**src/rtl/fetch_sequencer_pkg.sv**
```systemverilog
// Shared types and constants for the instruction fetch sequencer.
package fetch_sequencer_pkg;

  typedef logic [31:0] word_t;

  localparam int ADDR_W = 26;
  localparam word_t PC_STRIDE_DEFAULT = 32'd4;

  typedef enum logic [1:0] {
    FETCH = 2'b00,
    DRAIN = 2'b01,
    HALT  = 2'b10
  } fetch_state_t;

  function automatic word_t sat_inc(input word_t value);
    if (value == 32'hFFFF_FFFF) begin
      sat_inc = value;
    end else begin
      sat_inc = value + 32'd1;
    end
  endfunction

endpackage

```
**src/rtl/fetch_sequencer_pc_target_gen.sv**
```systemverilog
// Redirect target selection for taken branches, jumps and register jumps.
module pc_target_gen
  import fetch_sequencer_pkg::*;
(
  input  logic              Branch,
  input  logic              Jump,
  input  logic              JR,
  input  logic [31:0]       redir_npc,
  input  logic [31:0]       bimm,
  input  logic [ADDR_W-1:0] jimm,
  input  logic [31:0]       jraddr,
  output logic [31:0]       target
);

  // JR beats Jump beats Branch when several resolve together
  always_comb begin
    target = redir_npc;
    if (JR) begin
      target = jraddr;
    end else if (Jump) begin
      target = {redir_npc[31:28], jimm, 2'b00};
    end else if (Branch) begin
      target = redir_npc + {bimm[29:0], 2'b00};
    end else begin
      target = redir_npc;
    end
  end

endmodule

```
**src/rtl/fetch_sequencer.sv**
```systemverilog
// PC sequencing and icache request control, including draining a wrong-path miss.
module fetch_sequencer
  import fetch_sequencer_pkg::*;
#(
  parameter logic [31:0] PC_INIT   = 32'h0000_0000,
  parameter logic [31:0] PC_STRIDE = 32'd4
) (
  input  logic              CLK,
  input  logic              RST,
  input  logic              ihit,
  input  logic              stall,
  input  logic              halt_req,
  input  logic              Branch,
  input  logic              Jump,
  input  logic              JR,
  input  logic [31:0]       redir_npc,
  input  logic [31:0]       bimm,
  input  logic [ADDR_W-1:0] jimm,
  input  logic [31:0]       jraddr,
  output logic              imemREN,
  output logic [31:0]       imemaddr,
  output logic [31:0]       npc,
  output logic              instr_valid,
  output logic              flush,
  output logic              halted,
  output logic [31:0]       fetch_count
);

  fetch_state_t state;
  logic [31:0]  pc;
  logic [31:0]  pend_pc;
  logic         halt_pend;
  logic         redirect;
  logic [31:0]  target;
  logic [31:0]  drain_dest;

  assign redirect   = Branch | Jump | JR;
  assign drain_dest = redirect ? target : pend_pc;
  assign imemaddr   = pc;
  assign npc        = pc + PC_STRIDE;

  pc_target_gen u_pc_target_gen (
    .Branch    (Branch),
    .Jump      (Jump),
    .JR        (JR),
    .redir_npc (redir_npc),
    .bimm      (bimm),
    .jimm      (jimm),
    .jraddr    (jraddr),
    .target    (target)
  );

  // Handshake outputs are forced low while reset is held
  always_comb begin
    imemREN     = 1'b0;
    instr_valid = 1'b0;
    flush       = 1'b0;
    halted      = 1'b0;
    if (!RST) begin
      imemREN     = (state != HALT);
      halted      = (state == HALT);
      flush       = redirect && (state != HALT);
      instr_valid = (state == FETCH) && !halt_req && !redirect && ihit && !stall;
    end else begin
      imemREN = 1'b0;
    end
  end

  // State, pc and pending redirect target
  always_ff @(posedge CLK or posedge RST) begin
    if (RST) begin
      state     <= FETCH;
      pc        <= PC_INIT;
      pend_pc   <= 32'h0000_0000;
      halt_pend <= 1'b0;
    end else begin
      case (state)
        FETCH: begin
          if (halt_req) begin
            state <= HALT;
          end else if (redirect) begin
            if (ihit) begin
              pc <= target;
            end else begin
              pend_pc   <= target;
              halt_pend <= 1'b0;
              state     <= DRAIN;
            end
          end else if (ihit && !stall) begin
            pc <= pc + PC_STRIDE;
          end else begin
            pc <= pc;
          end
        end
        // The wrong-path request stays on the bus until the icache answers it
        DRAIN: begin
          if (ihit) begin
            pc        <= drain_dest;
            halt_pend <= 1'b0;
            state     <= (halt_pend || halt_req) ? HALT : FETCH;
          end else begin
            pend_pc <= drain_dest;
            if (halt_req) begin
              halt_pend <= 1'b1;
            end else begin
              halt_pend <= halt_pend;
            end
          end
        end
        HALT: begin
          state <= HALT;
        end
        default: begin
          state <= FETCH;
        end
      endcase
    end
  end

  // Delivered-instruction counter
  always_ff @(posedge CLK or posedge RST) begin
    if (RST) begin
      fetch_count <= 32'h0000_0000;
    end else if (instr_valid) begin
      fetch_count <= sat_inc(fetch_count);
    end else begin
      fetch_count <= fetch_count;
    end
  end

endmodule

```
**config.mk**
```make
export PLATFORM = sky130hd
export DESIGN_NAME = fetch_sequencer
export DESIGN_NICKNAME = d
export VERILOG_FILES = /design/src/rtl/fetch_sequencer_pkg.sv /design/src/rtl/fetch_sequencer_pc_target_gen.sv /design/src/rtl/fetch_sequencer.sv
export SDC_FILE = /design/constraint.sdc
export NUM_CORES = 1
export LEC_CHECK = 0
export BUFFER_PORTS_ARGS = -buffer_cell sky130_fd_sc_hd__clkbuf_2
export CELL_PAD_IN_SITES_DETAIL_PLACEMENT = 0
export CELL_PAD_IN_SITES_GLOBAL_PLACEMENT = 2
export CORE_AREA = 2 2 174 176
export DETAILED_ROUTE_END_ITERATION = 10
export DIE_AREA = 0 0 176 178
export PLACE_DENSITY_LB_ADDON = 0.15
export SLEW_MARGIN = 20
export SYNTH_ARGS = -nofsm -noshare
export SYNTH_HDL_FRONTEND = slang
export SYNTH_SLANG_ARGS = --single-unit
```
**constraint.sdc**
```tcl
create_clock -name CLK -period 3.5 [get_ports CLK]
set_input_delay 0.7 -clock CLK [delete_from_list [all_inputs] [get_ports CLK]]
set_output_delay 0.7 -clock CLK [all_outputs]
set_load 0.05 [all_outputs]
```
Yosys cells after proc, flatten, opt, wreduce, memory -nomap -nowiden
Index checks and enable logic that the tools add are counted.
{"block": "word_totals", "regBits": 99, "inputBits": 130, "out_inout_bits": 100, "elab_cells": 73}
{"block": "op_classes", "add_sub_neg": 3, "n_eq_ne": 14, "muxes": 31, "bitwise": 3, "n_reduce_logical": 17}
{"operator": "2-to-1 mux 32 bit", "count": 13}
{"operator": "one-hot mux 32 bit (2 select lines)", "count": 2}
{"operator": "adder 32 x 1 -> 32 bit (second input constant)", "count": 1}
{"operator": "adder 32 x 3 -> 32 bit (second input constant)", "count": 1}
{"operator": "adder 32 bit", "count": 1}
{"operator": "== test 32 bit (second input constant)", "count": 1}
{"operator": "AND reduction 5 bit", "count": 3}
{"operator": "inequality test 2 bit (second input constant)", "count": 6}
{"operator": "inequality test 3 bit (second input constant)", "count": 4}
{"operator": "2-to-1 mux 2 bit", "count": 5}
{"operator": "2-to-1 mux 1 bit", "count": 9}
{"operator": "logical AND 1 bit", "count": 6}
{"operator": "one-hot mux 2 bit (3 select lines)", "count": 1}
{"operator": "logical NOT 1 bit", "count": 3}
{"operator": "inequality test 3 x 2 -> 1 bit (second input constant)", "count": 1}
{"operator": "AND reduction 3 bit", "count": 1}
{"operator": "== test 2 x 1 -> 1 bit (second input constant)", "count": 1}
{"operator": "== test 2 bit (second input constant)", "count": 1}
{"operator": "logical NOT 2 bit", "count": 1}
{"operator": "OR 1 bit", "count": 2}
{"operator": "one-hot mux 1 bit (2 select lines)", "count": 1}
{"operator": "AND reduction 2 bit", "count": 1}
{"operator": "nonzero test 2 bit", "count": 1}
{"operator": "logical OR 1 bit", "count": 1}
{"operator": "NOT 1 bit", "count": 1}

Depth between registers and ports, before layout
Gate-level depths: netlist of run 1.
{"block": "depth", "depth_word": 8, "mapped_depth": 11}

Hierarchy
Synthesis of run 1 repeated with hierarchy kept, for this count alone.
{"block": "hier_totals", "hier_cells": 951, "hier_area_um2": 7916.3}
{"module": "fetch_sequencer", "instances": 1, "cells_per_inst": 609, "area_per_inst_um2": 5652.9, "seq_area_each_um2": 2477.4}
{"module": "pc_target_gen", "instances": 1, "cells_per_inst": 342, "area_per_inst_um2": 2263.4, "seq_area_each_um2": 0.0}

Worst setup path before layout of run 1
Ideal clock, no wire load.
{"block": "synth_path", "path_kind": "input -> output", "startpoint": "input port RST", "endpoint": "output port halted", "t_arrival_ns": 3.403, "t_required_ns": 2.800, "path_slack_ns": -0.603, "cell_stages": 2, "cell_sequence": "inv_1 > and2_1"}
{"block": "synth_via", "elab_chain_cells": 1}
{"item": "start, declared", "line": "fetch_sequencer.sv:9", "rtl": "input logic RST,"}
{"item": "2-to-1 mux 1 bit", "line": "fetch_sequencer.sv:59", "rtl": "if (!RST) begin"}
{"item": "end, declared", "line": "fetch_sequencer.sv:25", "rtl": "output logic halted,"}
No other way between the ends.

Final worst setup path of run 1
{"block": "layout_path", "startpoint": "register pc[3] (netlist: imemaddr[3])", "endpoint": "output port npc[30]"}
{"block": "layout_via", "elab_chain_cells": 1}
{"item": "start, declared", "line": "fetch_sequencer.sv:30", "rtl": "logic [31:0] pc;"}
{"item": "start signal, assigned", "line": "fetch_sequencer.sv:83", "rtl": "pc <= target;"}
{"item": "start signal, assigned", "line": "fetch_sequencer.sv:90", "rtl": "pc <= pc + PC_STRIDE;"}
{"item": "start signal, assigned", "line": "fetch_sequencer.sv:92", "rtl": "pc <= pc;"}
{"item": "adder 32 x 3 -> 32 bit", "line": "fetch_sequencer.sv:40", "rtl": "assign npc = pc + PC_STRIDE;"}
{"item": "end, declared", "line": "fetch_sequencer.sv:22", "rtl": "output logic [31:0] npc,"}
No other way between the ends.

==> impl_metrics.py, run 1 <==
metrics = {
    "run": {
        "drv_cap": 0,
    },
    "sta": {
        "fin_crit_sh": 0.960,
        "slew_headroom": 0.499,
        "rsz0062_at_grt": "yes",
        "hold_viol": 0,
        "period_needed_ns": 3.36,
        "slew_violations": 0,
        "fin_setup_tns_ns": 0,
        "setup_viol": 0,
        "tightest_slew_ns": 0.751,
        "fin_skew_ns": 0.00743,
        "clock.fmax_mhz": 298,
    },
    "yosys": {
        "synth_seq_cells": 99,
        "synthCells": 987,
        "synth_area_sq_um": 7830,
        "synth_async_sr_flop_share": 1.00,
        "syn-num-nets": 1149,
        "ys_types": 75,
        "synth-edff-count": 0,
        "yosysSeqAreaShare": 0.316,
        "synth_area_per_cell_sq_um": 7.93,
        "synth_top_area_cell": "dfrtp_1",
        "yosysWarnings": 0,
        "synthTopCellsByArea": "dfrtp_1, nand2_1, xnor2_1, nor2_1, ha_1",
        "synth_top_area_frac": 0.316,
        "synth_ff_type": "dfrtp_1",
    },
    "power": {
        "p_leak_nw": 4.72,
        "p_sw_frac": 0.466,
        "p_sw_mw": 2.12,
        "combinationalPowerShare": 0.441,
        "p_int_mw": 2.43,
        "pwr-share-clk": 0.223,
        "p_per_area_nw_per_um2": 453,
        "pwr-share-seq": 0.336,
        "peakVddDrop_mv": 0.232,
    },
    "setup_path": {
        "startpoint_type": "register",
        "critPathMostFrequentCell": "nand4_1",
        "crit_path_cell_trace": "ha_1 > and4_2 > nand4_1 > or2_4 > nor2_4 > nand4_1 > xnor2_2 > clkbuf_4",
        "max_stage_delay_ns": 0.41,
        "cp_top_family": "simple AND/OR/NAND/NOR gates",
        "crit_buf_inv": 1,
        "path_class": "register to primary output",
        "cp-end-kind": "primary output",
        "critPathMaxFanout": 5,
        "critPathSlowestCell": "dfrtp_1",
        "worstPathRequired_ns": 2.80,
        "cp.arrival_ns": 2.66,
    },
    "drt": {
        "ant_nets": 0,
        "vias_per_cell": 5.09,
        "drc": 0,
        "drtIter0Drc": 588,
        "avgRoutedWirePerCell_um": 19.8,
        "drt_wl_total_um": 32200,
        "vias": 8257,
        "dr.pass1.iters": 6,
    },
    "clock_network": {
        "cts_tree": "done",
        "postCtsHoldBufs": 0,
        "cts_sinks": 99,
        "cts_buffers": 9,
        "clockBufferDepth": 2,
        "cts.clk_slew.worst_paths_ns": 0.07,
        "cts_root_buffer": "clkbuf_16",
        "clkLatencyLatePin_ns": 0.35,
        "htreeDepth": 3,
    },
    "finish": {
        "fin_cells": 1623,
        "drive_gt1_frac": 0.276,
        "final_common_cell": "clkbuf_2",
        "diodes": 0,
        "nNetsFinal": 1390,
        "area_delta_synth_final_pct": 28.2,
        "final_cell_mix": "clkbuf_2, nand2_1, nor2_1, dfrtp_1",
    },
    "floorplan": {
        "fp.dieH_um": 178,
        "core_sq_um": 29400,
        "dieWidth_um": 176,
        "start_util": 0.266,
        "dieArea_sq_um": 31300,
        "io_pins": 230,
        "rows": 63,
    },
    "place": {
        "io_buffers": 227,
        "dp_cells": 1607,
        "finalWeightedCongestion": 0.868,
        "dp_hpwl_um": 25500,
    },
    "global_route": {
        "grt_max_degree": 54,
        "grt_antenna_before_repair": 0,
        "overflow": 0,
        "grt_use_total": 0.205,
        "grt_pass1_vias": 7846,
        "grt_pass1_wl_um": 48700,
    },
    "hold_path": {
        "min_path_type": "register to register",
    },
    "outcome": {
        "outcome": "complete, no violations",
    },
}
[per-layer routing]
| layer | vias to the layer above | track usage | share of wire |
|---|---|---|---|
| met5 | - | 0 | 0 |
| met4 | 0 | 0.0455 | 0.011 |
| met3 | 16 | 0.0209 | 0.042 |
| met2 | 239 | 0.294 | 0.42 |
| met1 | 3935 | 0.324 | 0.52 |
| li1 | 4067 | - | - |
[cell type report]
cell class                 count  area [sq um]
timing repair buffer         282          1580
tap                          390           488
inverter                      28           109
fill                        3220         19400
multi-input combinational    808          5080
sequential                    99          2480
clock inverter                 6          55.1
clock buffer                  10           239
[state kept, by name, indices dropped and copies added, names as in the netlist]
name	count
halt_pend	1
fetch_count	32
pend_pc	32
state	2
imemaddr	32
[cell usage after synthesis (8+ instances only)]
master,number
nand2_1,129
nor2_1,108
dfrtp_1,99
o21ai_0,68
a21oi_1,67
xnor2_1,49
clkbuf_1,42
nand3_1,42
ha_1,31
inv_1,27
xor2_1,27
nor3_1,23
nand4_1,21
and3_1,19
a31oi_1,13
mux2i_1,12
a211oi_1,11
and4_1,11
nand2b_1,10
o31ai_1,10
a221oi_1,9
a21o_1,8
and2_1,8
nor2b_1,8
[worst paths after layout]
kind                                endpoint  depth (start not counted)  slack, ns         from
worst max-delay path                 npc[30]                          8       0.14  imemaddr[3]
worst min register to register   pend_pc[25]                          2       0.47  pend_pc[25]
worst max register to register  imemaddr[23]                          9       0.96  imemaddr[2]
worst min-delay path             pend_pc[25]                          2       0.47  pend_pc[25]
max in group asynchronous        pend_pc[16]                          4       1.68          RST
min in group asynchronous          halt_pend                          3       0.59          RST
[tightest hold or removal path, delay by kind of cell, from the launching register on]
family             cells  cell delay [ns]
AOI/OAI and AO/OA      1             0.05
DFF                    1             0.34
and+or+nand+nor        1             0.05
[metrics by stage]
step / power [mW] / worst slack (ns) / instance area [sq um] / hold WS (ns) / util
2_1_floorplan: 2.89 / 0.0630 / 7850 / 0.443 / -
3_3_place_gp: 3.54 / 0.00202 / 9710 / 0.462 / 0.330
3_5_place_dp: 3.55 / -0.0259 / 9710 / 0.460 / 0.330
4_1_cts: 4.58 / 0.0501 / 10000 / 0.478 / 0.341
5_1_grt: 4.79 / -0.0135 / 10000 / 0.502 / 0.341
6_report: 4.54 / 0.142 / 10000 / 0.474 / 0.341
[power groups by stage]
stage | clock (mW) | sequential [mW] | combinational (mW)
2_1_floorplan | 0 | 1.82 | 1.07
3_3_place_gp | 0 | 1.54 | 2.00
3_5_place_dp | 0 | 1.54 | 2.01
4_1_cts | 1.05 | 1.52 | 2.01
5_1_grt | 1.09 | 1.55 | 2.15
6_report | 1.01 | 1.53 | 2.00
[cells by family (layout without fill, tap and decap cells)]
family / after synthesis / after routing / share of synthesized area
DFF: 99 / 99 / 0.316
muxes: 19 / 19 / 0.0254
AOI/OAI and AO/OA: 276 / 276 / 0.235
adders and majority gates: 32 / 32 / 0.0521
buffers and inverters: 80 / 326 / 0.0406
and+or+nand+nor: 405 / 405 / 0.246
xor gates and xnor gates: 76 / 76 / 0.0850
[repair_timing]
action	in CTS	in global routing
setup endpoints to repair	2	6
resized for setup	3	6
setup buffers	0	0
Power figures use the tool's default switching activity.
==> run 2: changes to the inputs <==
--- a/config.mk
+++ b/config.mk
@@ -9,7 +9,7 @@
 export CELL_PAD_IN_SITES_DETAIL_PLACEMENT = 0
 export CELL_PAD_IN_SITES_GLOBAL_PLACEMENT = 2
-export CORE_AREA = 2 2 174 176
+export CORE_AREA = 10 10 182 184
 export DETAILED_ROUTE_END_ITERATION = 10
-export DIE_AREA = 0 0 176 178
+export DIE_AREA = 0 0 192 194
 export PLACE_DENSITY_LB_ADDON = 0.15
 export SLEW_MARGIN = 20
==> constraint.sdc (replaced) <==
create_clock -name CLK -period 2.95 [get_ports CLK]
set_input_delay 0.59 -clock CLK [delete_from_list [all_inputs] [get_ports CLK]]
set_output_delay 0.59 -clock CLK [all_outputs]
set_load 0.02 [all_outputs]
==> run 2 against run 1 <==
The flow now finishes with violations (negative setup slack). Design area rose by 9.9%. Combinational power rose by 9%. Register-to-register slack got worse by 0.84 ns. Sequential power rose by 16%. Clock-buffer cell count did not move. Via count rose by 3.3%. Largest cell class unchanged.
==> impl_metrics.py, run 2 (same netlist as run 1, synthesis figures left out) <==
metrics = {
    "outcome": {
        "outcome": "finished with violations",
        "violations": "negative setup slack",
    },
    "setup_path": {
        "crit_start": "imemaddr[3]",
        "startpoint_type": "register",
        "critPathMaxFanout": 3,
        "path_class": "register to primary output",
        "critPathSlowestCell": "dfrtp_1",
        "cp-end-kind": "primary output",
        "crit_path_cell_trace": "ha_2 > and4_4 > nand4_1 > or2_1 > nor2_1 > buf_4 > nand4_1 > xnor2_2 > clkbuf_8",
        "critPathMostFrequentCell": "nand4_1",
        "max_stage_delay_ns": 0.36,
        "worstPathRequired_ns": 2.36,
        "cp.arrival_ns": 2.49,
        "reg2reg_from": "imemaddr[3]",
    },
    "place": {
        "io_buffers": 227,
        "dp_hpwl_um": 28000,
        "post-place-ws_ns": -0.373,
        "dp_cells": 1694,
        "finalWeightedCongestion": 0.834,
    },
    "clock_network": {
        "clockBufferDepth": 2,
        "cts_tree": "done",
        "htreeDepth": 3,
        "cts_root_buffer": "clkbuf_16",
        "cts_buffers": 9,
        "cts_sinks": 99,
        "clkLatencyLatePin_ns": 0.35,
        "cts.clk_slew.worst_paths_ns": 0.08,
    },
    "power": {
        "combinationalPowerShare": 0.422,
        "p_sw_mw": 2.06,
        "p_per_area_nw_per_um2": 467,
        "p_int_mw": 3.09,
        "p_leak_nw": 5.28,
        "peakVddDrop_mv": 0.255,
        "power_mw": 5.15,
        "pwr-share-seq": 0.345,
        "pwr-share-clk": 0.233,
        "p_sw_frac": 0.399,
    },
    "run": {
        "drv_cap": 0,
    },
    "global_route": {
        "grt_antenna_before_repair": 2,
        "grt_max_degree": 100,
        "overflow": 0,
        "grt_pass1_vias": 8652,
        "grt_pass1_wl_um": 53000,
        "grt_use_total": 0.182,
    },
    "finish": {
        "fillers": 3193,
        "nNetsFinal": 1492,
        "fin_cells": 1727,
        "post-route-util": 0.375,
        "final_common_cell": "clkbuf_2",
        "final_cell_mix": "clkbuf_2, buf_4, nand2_1, nor2_1, dfrtp_1",
        "drive_gt1_frac": 0.353,
        "area_delta_synth_final_pct": 40.8,
    },
    "floorplan": {
        "core_sq_um": 29400,
        "start_util": 0.266,
        "rows": 63,
        "fp.dieH_um": 194,
        "dieWidth_um": 192,
        "io_pins": 230,
        "dieArea_sq_um": 37200,
    },
    "drt": {
        "dr.pass1.iters": 5,
        "drc": 0,
        "ant_nets": 0,
        "vias": 8526,
        "drt_wl_total_um": 34700,
        "vias_per_cell": 4.94,
        "drtIter0Drc": 535,
        "avgRoutedWirePerCell_um": 20.1,
    },
    "sta": {
        "setup_viol": 3,
        "fin_crit_sh": 1.04,
        "fin_ws_ns": -0.130,
        "period_needed_ns": 3.08,
        "slew_violations": 0,
        "rsz0062_at_grt": "yes",
        "hold_viol": 0,
        "clock.fmax_mhz": 325,
        "slew_headroom": 0.552,
        "tightest_slew_ns": 0.672,
        "fin_skew_ns": 0.00985,
    },
    "hold_path": {
        "min_path_type": "input pin to asynchronous set/reset pin",
    },
}
-- run 2: changes by cell type in the layout (fill, tap and decap cells not counted), moves of 3 or more --
cell,previous run,this run
o21ai_0,67,63
xnor2_2,3,6
dfrtp_1,99,95
dfrtp_2,0,4
nor2_2,2,5
clkbuf_2,224,220
nor2_1,106,103
xnor2_1,46,43
a221oi_1,9,5
a221oi_2,0,4
buf_4,54,157
-- run 2: power by group through the flow --
stage	registers (mW)	clock network, mW	logic [mW]
after global placement	1.78	0	2.06
after global routing	1.81	1.30	2.38
after floorplan	1.90	0	0.987
after CTS	1.77	1.24	2.14
final	1.77	1.20	2.17
after detailed placement	1.79	0	2.06
-- run 2: worst paths after layout --
kind / to / slack (ns) / depth (start not counted)
worst max register to register: imemaddr[22] / 0.12 / 16
worst min-delay path: halt_pend / 0.36 / 3
worst min register to register: pend_pc[8] / 0.48 / 2
max in group asynchronous: imemaddr[14] / 1.97 / 3
worst max-delay path: npc[30] / -0.13 / 9
min in group CLK: pend_pc[8] / 0.48 / 2
-- run 2: metal layers --
metal | vias up | track usage | part of all wire
met4 | 0 | 0.0366 | 0.012
met1 | 4027 | 0.265 | 0.50
met5 | - | 0 | 0
met3 | 17 | 0.0304 | 0.050
li1 | 4270 | - | -
met2 | 212 | 0.274 | 0.44
-- run 2: per-stage QoR --
stage / hold slack (ns) / area [sq um] / TNS, ns
final: 0.362 / 11000 / -0.310
after global routing: 0.501 / 11000 / -0.976
after CTS: 0.472 / 10800 / -0.511
after detailed placement: 0.464 / 10400 / -7.08
after global placement: 0.458 / 10400 / -6.37
after floorplan: 0.443 / 7840 / -0.121
-- run 2: what timing repair did --
item	CTS	global route
hold buffers	0	0
pin swaps	5	14
gates resized for setup	23	40
buffers inserted	10	5
endpoints found under the setup margin	15	37
-- run 2: cell type report --
type                       count  area (sq um)  share of cell area
clock buffer                  10           239              0.0217
timing repair buffer         384          2390               0.216
antenna                        2          5.00            0.000454
multi-input combinational    808          5260               0.477
clock inverter                 6          55.1             0.00499
sequential                    99          2480               0.225
tap                          390           488              0.0443
inverter                      28           109             0.00987
-- run 2: critical path: cells and delay by family (launching register included) --
kind / cells / cell delay [ns]
buf+inv: 2 / 0.32
flops: 1 / 0.36
xor+xnor: 1 / 0.22
simple gates: 5 / 1.05
fa+ha+maj: 1 / 0.19
==> run 3: changes to the inputs <==
SETUP_SLACK_MARGIN = 0.02   (was not set)
clock period = 2.6 ns   (was 2.95 ns; I/O delays follow)
==> run 3 against run 2 <==
Critical path depth is the same. Register-to-register slack lost 0.25 ns. The run still ends with negative setup slack left. Combinational power grew 35%. Worst hold slack gained 0.025 ns. Largest cell class unchanged. Clock power grew 17%. Flip-flop and latch count is the same. Utilization grew 4.1 points.
==> impl_metrics.py, run 3 (same netlist as run 1, synthesis figures left out) <==
metrics = {
    "outcome": {
        "outcome": "finished with violations",
        "violations": "negative setup slack",
    },
    "floorplan": {
        "fp.dieH_um": 194,
        "dieWidth_um": 192,
        "io_pins": 230,
        "rows": 63,
        "dieArea_sq_um": 37200,
        "core_sq_um": 29400,
        "start_util": 0.266,
    },
    "clock_network": {
        "cts.clk_slew.worst_paths_ns": 0.07,
        "cts_root_buffer": "clkbuf_16",
        "clkLatencyLatePin_ns": 0.35,
        "cts_sinks": 99,
        "cts_tree": "done",
        "cts_buffers": 9,
        "htreeDepth": 3,
        "clockBufferDepth": 2,
    },
    "drt": {
        "vias": 8755,
        "avgRoutedWirePerCell_um": 20.0,
        "drc": 0,
        "vias_per_cell": 4.92,
        "drtIter0Drc": 571,
        "dr.pass1.iters": 5,
        "drt_wl_total_um": 35500,
        "ant_nets": 0,
    },
    "sta": {
        "fin_ws_ns": -0.298,
        "slew_violations": 0,
        "hold_ws_ns": 0.387,
        "rsz0062_at_grt": "yes",
        "tightest_slew_ns": 0.583,
        "setup_viol": 22,
        "clock.fmax_mhz": 345,
        "fin_crit_sh": 1.11,
        "fin_skew_ns": 0.00777,
        "period_needed_ns": 2.90,
        "slew_headroom": 0.610,
        "hold_viol": 0,
    },
    "finish": {
        "area_delta_synth_final_pct": 56.2,
        "final_cell_mix": "clkbuf_2, buf_4, nand2_1, dfrtp_1, nor2_1",
        "final_common_cell": "clkbuf_2",
        "post-route-util": 0.416,
        "fillers": 3056,
        "drive_gt1_frac": 0.429,
        "nNetsFinal": 1547,
    },
    "global_route": {
        "use_met1": 0.277,
        "grt_antenna_before_repair": 1,
        "grt.met3_usage": 0.0288,
        "top_usage_layer": "met1",
        "met2_usage": 0.276,
        "overflow": 0,
        "grt_pass1_wl_um": 54100,
        "grt_use_total": 0.185,
        "grt_pass1_vias": 8789,
        "grt_max_degree": 100,
    },
    "power": {
        "peakVddDrop_mv": 0.359,
        "p_leak_nw": 5.73,
        "p_per_area_nw_per_um2": 517,
        "power_mw": 6.32,
    },
    "setup_path": {
        "startpoint_type": "register",
        "worstPathRequired_ns": 2.08,
        "max_stage_delay_ns": 0.36,
        "cp.arrival_ns": 2.38,
        "path_class": "register to primary output",
        "critPathMaxFanout": 2,
        "crit_path_cell_trace": "ha_2 > and4_4 > nand4_1 > or2_1 > nor2_1 > buf_4 > nand4_1 > xnor2_2 > clkbuf_8",
        "critPathSlowestCell": "dfrtp_1",
        "cp-end-kind": "primary output",
        "critPathMostFrequentCell": "nand4_1",
    },
    "run": {
        "drv_cap": 0,
    },
    "place": {
        "finalWeightedCongestion": 0.857,
        "io_buffers": 227,
        "dp_hpwl_um": 28200,
    },
    "hold_path": {
        "min_path_type": "input pin to asynchronous set/reset pin",
    },
}
## run 3: changes by cell type in the layout (fill, tap and decap cells not counted), sizes merged
cell	before	now
clkinv	2	3
inv	29	28
clkinvlp	3	1
bufinv	0	1
clkbuf	233	221
diode	2	1
buf	161	228
## run 3: power breakdown
group	switching, mW	internal (mW)	leakage, nW
clock network	0.629	0.776	0.149
logic	1.61	1.33	4.31
registers	0.203	1.78	1.26
## run 3: cell type report
type | instances | area, sq um | area share
Clock inverter | 5 | 61.3 | 0.00501
Antenna cell | 1 | 2.50 | 0.000205
Timing Repair Buffer | 439 | 2980 | 0.243
Multi-Input combinational cell | 808 | 5870 | 0.480
Inverter | 28 | 111 | 0.00911
Clock buffer | 10 | 239 | 0.0195
Tap cell | 390 | 488 | 0.0399
Sequential cell | 99 | 2480 | 0.203
## run 3: metal layers
layer	wire length, um	vias up
met5	0	-
met2	15700	206
li1	-	4372
met1	17700	4168
met3	1960	9
met4	190	0
## run 3: timing repair
item	CTS	global route
hold buffers	0	0
resized for setup	80	128
setup buffers	28	17
endpoints found under the setup margin	37	60
pin swaps	41	80
## run 3: path summary, 6_finish.rpt
path / startpoint / endpoint / slack [ns] / cells after the start
setup reg to reg: imemaddr[2] / imemaddr[26] / -0.13 / 15
hold reg to reg: pend_pc[1] / pend_pc[1] / 0.48 / 2
max in group asynchronous: RST / imemaddr[13] / 1.81 / 3
setup / recovery: imemaddr[2] / npc[30] / -0.30 / 9
min in group CLK: jraddr[17] / pend_pc[17] / 0.44 / 3
hold / removal: RST / state[1] / 0.39 / 3
## run 3: critical path, delay by kind of cell (launching register included)
family	cells	cell delay, ns
AND/OR/NAND/NOR	5	1.00
flip-flops	1	0.36
buffers and inverters	2	0.29
adder cells (fa/ha/maj)	1	0.19
XOR/XNOR	1	0.19
## run 3: metrics by stage
step	setup WS, ns	std cells	area, sq um	setup TNS (ns)
floorplan	-0.331	987	7950	-0.489
global placement	-0.498	1725	10700	-14.56
detailed placement	-0.487	1725	10700	-14.29
CTS	-0.311	1768	11600	-2.63
global route	-0.398	1779	12200	-5.61
finish	-0.298	1780	12200	-2.30
